--- src/rtl/lse_add_pipe.sv ---
// lse_add_pipe: 3-stage log-sum-exp adder, max(a,b) + log2(1 + 2^-|a-b|), full-width or packed lanes.
// Optional saturation event counter behind `LSE_ADD_PIPE_SAT_CNT_EN.
module lse_add_pipe #(
  parameter int P_WIDTH        = 24,
  parameter int P_FRAC_BITS    = 10,
  parameter int P_LUT_INT_BITS = 3,
  parameter int P_LUT_ADDR_W   = 6,
  parameter int P_LANES        = 4,
  parameter int P_LANE_FRAC    = 1
) (
  input  logic                      i_clk,
  input  logic                      i_rst_n,
  input  logic                      i_in_valid,
  output logic                      o_in_ready,
  input  logic [P_WIDTH-1:0]        i_operand_a,
  input  logic [P_WIDTH-1:0]        i_operand_b,
  input  logic [1:0]                i_pe_mode,
  output logic                      o_out_valid,
  input  logic                      i_out_ready,
  output logic [P_WIDTH-1:0]        o_sum,
  output logic                      o_sat,
  input  logic                      i_lut_we,
  input  logic [P_LUT_ADDR_W-1:0]   i_lut_addr,
  input  logic [P_FRAC_BITS:0]      i_lut_data
`ifdef LSE_ADD_PIPE_SAT_CNT_EN
  ,
  input  logic                      i_sat_clr,
  output logic [15:0]               o_sat_cnt
`endif
);
  localparam int LW = P_WIDTH / P_LANES;
  localparam int IB = P_FRAC_BITS + P_LUT_INT_BITS;
  localparam int RW = IB - P_LUT_ADDR_W;
  localparam int LV = P_FRAC_BITS + 1;
  localparam int PW = LV + RW + 2;
  localparam logic [P_WIDTH-1:0] NEG_INF = {1'b1, {(P_WIDTH-1){1'b0}}};
  localparam logic [P_WIDTH-1:0] POS_MAX = {1'b0, {(P_WIDTH-1){1'b1}}};
  localparam logic [LW-1:0] LANE_INF = {1'b1, {(LW-1){1'b0}}};
  localparam logic [LW-1:0] LANE_MAX = {1'b0, {(LW-1){1'b1}}};
  localparam logic [LW-1:0] LANE_ONE = LW'(1) << P_LANE_FRAC;

  logic adv;
  logic [LV-1:0] lut [2**P_LUT_ADDR_W];
  logic s1_v, s1_pk;
  logic [P_WIDTH-1:0] s1_a, s1_b;
  logic s2_v, s2_pk, s2_zero;
  logic [P_WIDTH-1:0] s2_max;
  logic [LV-1:0] s2_l0, s2_l1;
  logic [RW-1:0] s2_r;
  logic [P_LANES-1:0] s2_inc;
  logic [P_WIDTH-1:0] f_max, f_min, d, p_max;
  logic [P_LUT_ADDR_W-1:0] k, k1;
  logic f_zero;
  logic [P_LANES-1:0] p_inc;
  logic [LW-1:0] la, lb, lm;
  logic signed [LV:0] diff;
  logic signed [PW-1:0] prod, cw;
  logic [P_WIDTH:0] f_sum;
  logic f_sat, p_sat;
  logic [P_WIDTH-1:0] f_res, p_res;
  logic [LW:0] ls;

  assign adv = !o_out_valid || i_out_ready;
  assign o_in_ready = adv;

  always_comb begin
    f_max = $signed(s1_a) > $signed(s1_b) ? s1_a : s1_b;
    f_min = $signed(s1_a) > $signed(s1_b) ? s1_b : s1_a;
    d = f_max - f_min;
    k = d[IB-1 -: P_LUT_ADDR_W];
    k1 = &k ? k : k + P_LUT_ADDR_W'(1);
    f_zero = s1_a == NEG_INF || s1_b == NEG_INF || (d >> IB) != '0;
    p_max = '0;
    p_inc = '0;
    la = '0;
    lb = '0;
    lm = '0;
    for (int i = 0; i < P_LANES; i++) begin
      la = s1_a[i*LW +: LW];
      lb = s1_b[i*LW +: LW];
      lm = $signed(la) > $signed(lb) ? la : lb;
      p_max[i*LW +: LW] = lm;
      p_inc[i] = la != LANE_INF && lb != LANE_INF && (lm - (lm == la ? lb : la)) < LANE_ONE;
    end
  end

  // linear interpolation between neighbouring LUT entries, residual scaled by 2^-RW
  always_comb begin
    diff = $signed({1'b0, s2_l1}) - $signed({1'b0, s2_l0});
    prod = PW'(diff) * PW'($signed({1'b0, s2_r}));
    cw = $signed(PW'({1'b0, s2_l0})) + (prod >>> RW);
    f_sum = {s2_max[P_WIDTH-1], s2_max} + (s2_zero ? '0 : (P_WIDTH+1)'(cw));
    f_sat = !f_sum[P_WIDTH] && f_sum[P_WIDTH-1];
    f_res = f_sat ? POS_MAX : f_sum[P_WIDTH-1:0];
    p_res = '0;
    p_sat = 1'b0;
    ls = '0;
    for (int i = 0; i < P_LANES; i++) begin
      ls = {s2_max[i*LW+LW-1], s2_max[i*LW +: LW]} + (LW+1)'(s2_inc[i]);
      p_res[i*LW +: LW] = (!ls[LW] && ls[LW-1]) ? LANE_MAX : ls[LW-1:0];
      p_sat = p_sat | (!ls[LW] && ls[LW-1]);
    end
  end

  always_ff @(posedge i_clk or negedge i_rst_n) begin
    if (!i_rst_n) begin
      s1_v <= 1'b0;
      s1_pk <= 1'b0;
      s1_a <= '0;
      s1_b <= '0;
      s2_v <= 1'b0;
      s2_pk <= 1'b0;
      s2_zero <= 1'b0;
      s2_max <= '0;
      s2_l0 <= '0;
      s2_l1 <= '0;
      s2_r <= '0;
      s2_inc <= '0;
      o_out_valid <= 1'b0;
      o_sum <= '0;
      o_sat <= 1'b0;
    end else if (adv) begin
      s1_v <= i_in_valid;
      s1_pk <= |i_pe_mode;
      s1_a <= i_operand_a;
      s1_b <= i_operand_b;
      s2_v <= s1_v;
      s2_pk <= s1_pk;
      s2_zero <= f_zero;
      s2_max <= s1_pk ? p_max : f_max;
      s2_l0 <= lut[k];
      s2_l1 <= lut[k1];
      s2_r <= d[RW-1:0];
      s2_inc <= p_inc;
      o_out_valid <= s2_v;
      if (s2_v) begin
        o_sum <= s2_pk ? p_res : f_res;
        o_sat <= s2_pk ? p_sat : f_sat;
      end
    end
  end

  // writes land at the clock edge, so a same-cycle S2 read still sees the old entry
  always_ff @(posedge i_clk or negedge i_rst_n) begin
    if (!i_rst_n) begin
      for (int i = 0; i < 2**P_LUT_ADDR_W; i++) lut[i] <= '0;
    end else if (i_lut_we) begin
      lut[i_lut_addr] <= i_lut_data;
    end
  end

`ifdef LSE_ADD_PIPE_SAT_CNT_EN
  always_ff @(posedge i_clk or negedge i_rst_n) begin
    if (!i_rst_n) o_sat_cnt <= '0;
    else if (i_sat_clr) o_sat_cnt <= '0;
    else if (o_out_valid && i_out_ready && o_sat && o_sat_cnt != 16'hFFFF) o_sat_cnt <= o_sat_cnt + 16'd1;
  end
`endif
endmodule

--- config.mk ---
export PLATFORM = sky130hd
export DESIGN_NAME = lse_add_pipe
export DESIGN_NICKNAME = d
export VERILOG_FILES = /design/src/rtl/lse_add_pipe.sv
export SDC_FILE = /design/constraint.sdc
export NUM_CORES = 2
export LEC_CHECK = 0
export CAP_MARGIN = 20
export CELL_PAD_IN_SITES_DETAIL_PLACEMENT = 0
export CELL_PAD_IN_SITES_GLOBAL_PLACEMENT = 2
export CORE_MARGIN = 2
export CORE_UTILIZATION = 42
export DETAILED_ROUTE_END_ITERATION = 8
export HOLD_SLACK_MARGIN = 0.05
export PLACE_DENSITY_LB_ADDON = 0.05
export SLEW_MARGIN = 20
export SYNTH_ARGS = -nofsm -noshare
export SYNTH_HDL_FRONTEND = slang
export SYNTH_SLANG_ARGS = --single-unit
export TNS_END_PERCENT = 5
--- constraint.sdc ---
create_clock -name i_clk -period 11.83 [get_ports i_clk]
set_input_delay 2.366 -clock i_clk [delete_from_list [all_inputs] [get_ports i_clk]]
set_output_delay 2.366 -clock i_clk [all_outputs]
set_load 0.05 [all_outputs]
==> qor.yml <==
outcome: "completed"
grt_pass1_vias: 39620
synth_cells: 5203
required_ns: 12.40
setup_viol: 0
synth-edff-count: 0
drv_cap: 0
start_kind: "register"
drc: 0
cts-buffers-inserted: 102
synth_top_cell_by_area: "dfrtp_1"
num-nets-final: 5386
port_buffers: 98
skew_ns: 0.05914
die_h_um: 356.6
synth_fp_nets: 5485
drt-total-wl_um: 187800
ys_seq_area_frac: 0.4025
grtUsageTotal: 0.2944
muxShareOfSynthArea: 0.2392
post_drt_wl_per_cell_um: 27.52
synth.area.top_cells: "dfrtp_1 (40%), mux2_2 (15%), nand2_1 (7.2%), mux4_2 (4.7%), mux2i_1 (3.8%)"
slew_headroom: 0.2114
fmax_mhz: 93.27
synth_top_family_by_area: "multiplexers"
min_period_over_period: 0.9063
drive_gt1_frac: 0.2284
hold_path.class: "reg -> reg"
initialDrtViolationCount: 3505
synth_flop_cell: "dfrtp_1"
num_io_pins: 99
ys_async_sr_fraction: 1.000
synth_compound_area_frac: 0.08247
yosysUniqueCellTypes: 89
dieArea_mm2: 0.1272
crit_type: "reg -> reg"
critPathArrivalTime_ns: 11.29
grt_pass1_wl_um: 277800
synthSimpleGateAreaFrac: 0.1539
netlist_area_mm2: 0.05222
die_w_um: 356.6
clockBufferDepth: 3
cts_sinks: 840
reg2reg_slack_ns: 1.11
core-area_mm2: 0.1235
cts-htree-levels: 3
antenna_found_initial: 3
grt_overflow: 0
crit_slowest_cell: "fa_1"
hpwlAfterDp_um: 121600
cts.reportedPaths.clkPinSlew_ns: 0.07
place_congestion: 0.8669
crit_fanout: 16
synth_area_per_cell_um2: 10.04
rsz0062_at_grt: "false"
worst_pin_slew_ns: 1.183
viasPerCell: 5.922
antenna_left: 0
postCtsSetupRepairBufs: 0
ctsRootBufferMaster: "clkbuf_16"
cts_tree: "done"
start_util: 0.4229
synth_xor_area_frac: 0.01739
cpMostUsedCell: "a21oi_1"
critPathMaxStageDelay_ns: 0.54
synth_common_cells: "nand2_1 (997), dfrtp_1 (840), mux2_2 (712)"
cts_hold_buf: 0
yosys.area.top_type_share: 0.4025
crit_path_end_kind: "register"
min_period_ns: 10.72
hold_violations: 0
finalSetupTns_ns: 0
vias: 40430
synth_adder_area_share: 0.06067
area_growth_pct: 11.40
yosysMostFrequentCell: "nand2_1"
drv_slew: 0
drt_pass1_iterations: 5
grt_max_degree: 165
synth_seq_cells: 840
placementRows: 129
yosysWarnings: 0
clock_latency_ns: 0.75
cts.repair.resized: 0
==> through the flow <==
| step | setup slack, ns | hold WS (ns) | cells | utilization | cell area, um^2 |
|---|---|---|---|---|---|
| 2_1_floorplan | 1.765 | 0.4386 | 5203 | - | 52220 |
| 3_3_place_gp | 1.123 | 0.4624 | 6637 | 0.4423 | 54610 |
| 3_5_place_dp | 1.008 | 0.4715 | 6637 | 0.4423 | 54610 |
| 6_report | 1.108 | 0.4759 | 6827 | 0.4711 | 58170 |
| 5_1_grt | 0.1932 | 0.5076 | 6826 | 0.4711 | 58170 |
| 4_1_cts | 0.9539 | 0.4848 | 6826 | 0.4711 | 58170 |
==> routing by layer <==
metal	share of wire	vias to the layer above	track usage
met3	0.055	237	0.03882
met4	0.032	0	0.09696
met5	0	-	0
li1	-	18250	-
met1	0.46	20770	0.4253
met2	0.45	1178	0.4563
==> worst paths after layout <==
path / from / to / cells after the start
max: s2_l0[1]$_DFFE_PN0N_ / o_sum[2]$_DFFE_PN0P_ / 43
min: o_sum[22]$_DFFE_PN0P_ / o_sum[22]$_DFFE_PN0P_ / 2
max reg2reg: s2_l0[1]$_DFFE_PN0N_ / o_sum[2]$_DFFE_PN0P_ / 43
min reg2reg: o_sum[22]$_DFFE_PN0P_ / o_sum[22]$_DFFE_PN0P_ / 2
max in group asynchronous: i_rst_n / lut[314]$_DFFE_PN0P_ / 3
min in group asynchronous: i_rst_n / lut[655]$_DFFE_PN0P_ / 1
==> layout make-up <==
cell class | count | area, um^2
timing repair buffer | 191 | 1782
multi-input combinational | 3791 | 29090
clock buffer | 133 | 2899
fill | 11700 | 65300
sequential | 840 | 21020
inverter | 178 | 675.6
clock inverter | 56 | 658.1
antenna | 1 | 2.502
tap | 1637 | 2048
==> worst max-delay path, delay by kind of cell, from the launching register on <==
family	cells	cell delay, ns
compound gates	23	4.45
xor+xnor	2	0.63
fa+ha+maj	8	3.15
buf+inv	4	0.55
flops	1	0.39
simple gates	6	1.39
==> placed cells by master, fill, tap and decap left out, types with 32 or more instances in the layout <==
cell type	netlist	routed
mux2i_1	198	197
fa_1	72	72
clkdlybuf4s50_1	0	86
clkbuf_16	0	102
clkinv_2	0	35
and2_1	69	69
xnor2_1	63	61
mux4_2	110	110
a21oi_1	133	133
o22ai_1	44	42
a31oi_1	83	83
xor2_1	32	32
inv_1	177	176
dfrtp_1	840	840
nand2_1	997	994
o21ai_0	138	138
ha_1	138	138
nor2_1	171	140
buf_4	12	82
nor3_1	33	32
mux2_2	712	712
o221ai_1	46	46
nand4_1	105	105
nand3_1	314	314
==> cells by family (layout without fill, tap and decap cells) <==
logic type / count (synthesis) / count (layout)
AOI/OAI and AO/OA: 657 / 657
xor gates and xnor gates: 99 / 99
adders and majority gates: 210 / 210
buffers and inverters: 572 / 558
DFF: 840 / 840
muxes: 1021 / 1021
other: 0 / 1
and+or+nand+nor: 1804 / 1804
==> flip-flops by register name, indices dropped and copies added (netlist names), 7 cells and up <==
register / count
s2_l1: 11
s2_l0: 11
s1_b: 24
s2_max: 24
lut: 704
o_sum: 24
s2_r: 7
s1_a: 24
Power is not shown: default switching activity piles up to over one toggle a cycle in this logic, so the estimate is an artifact.
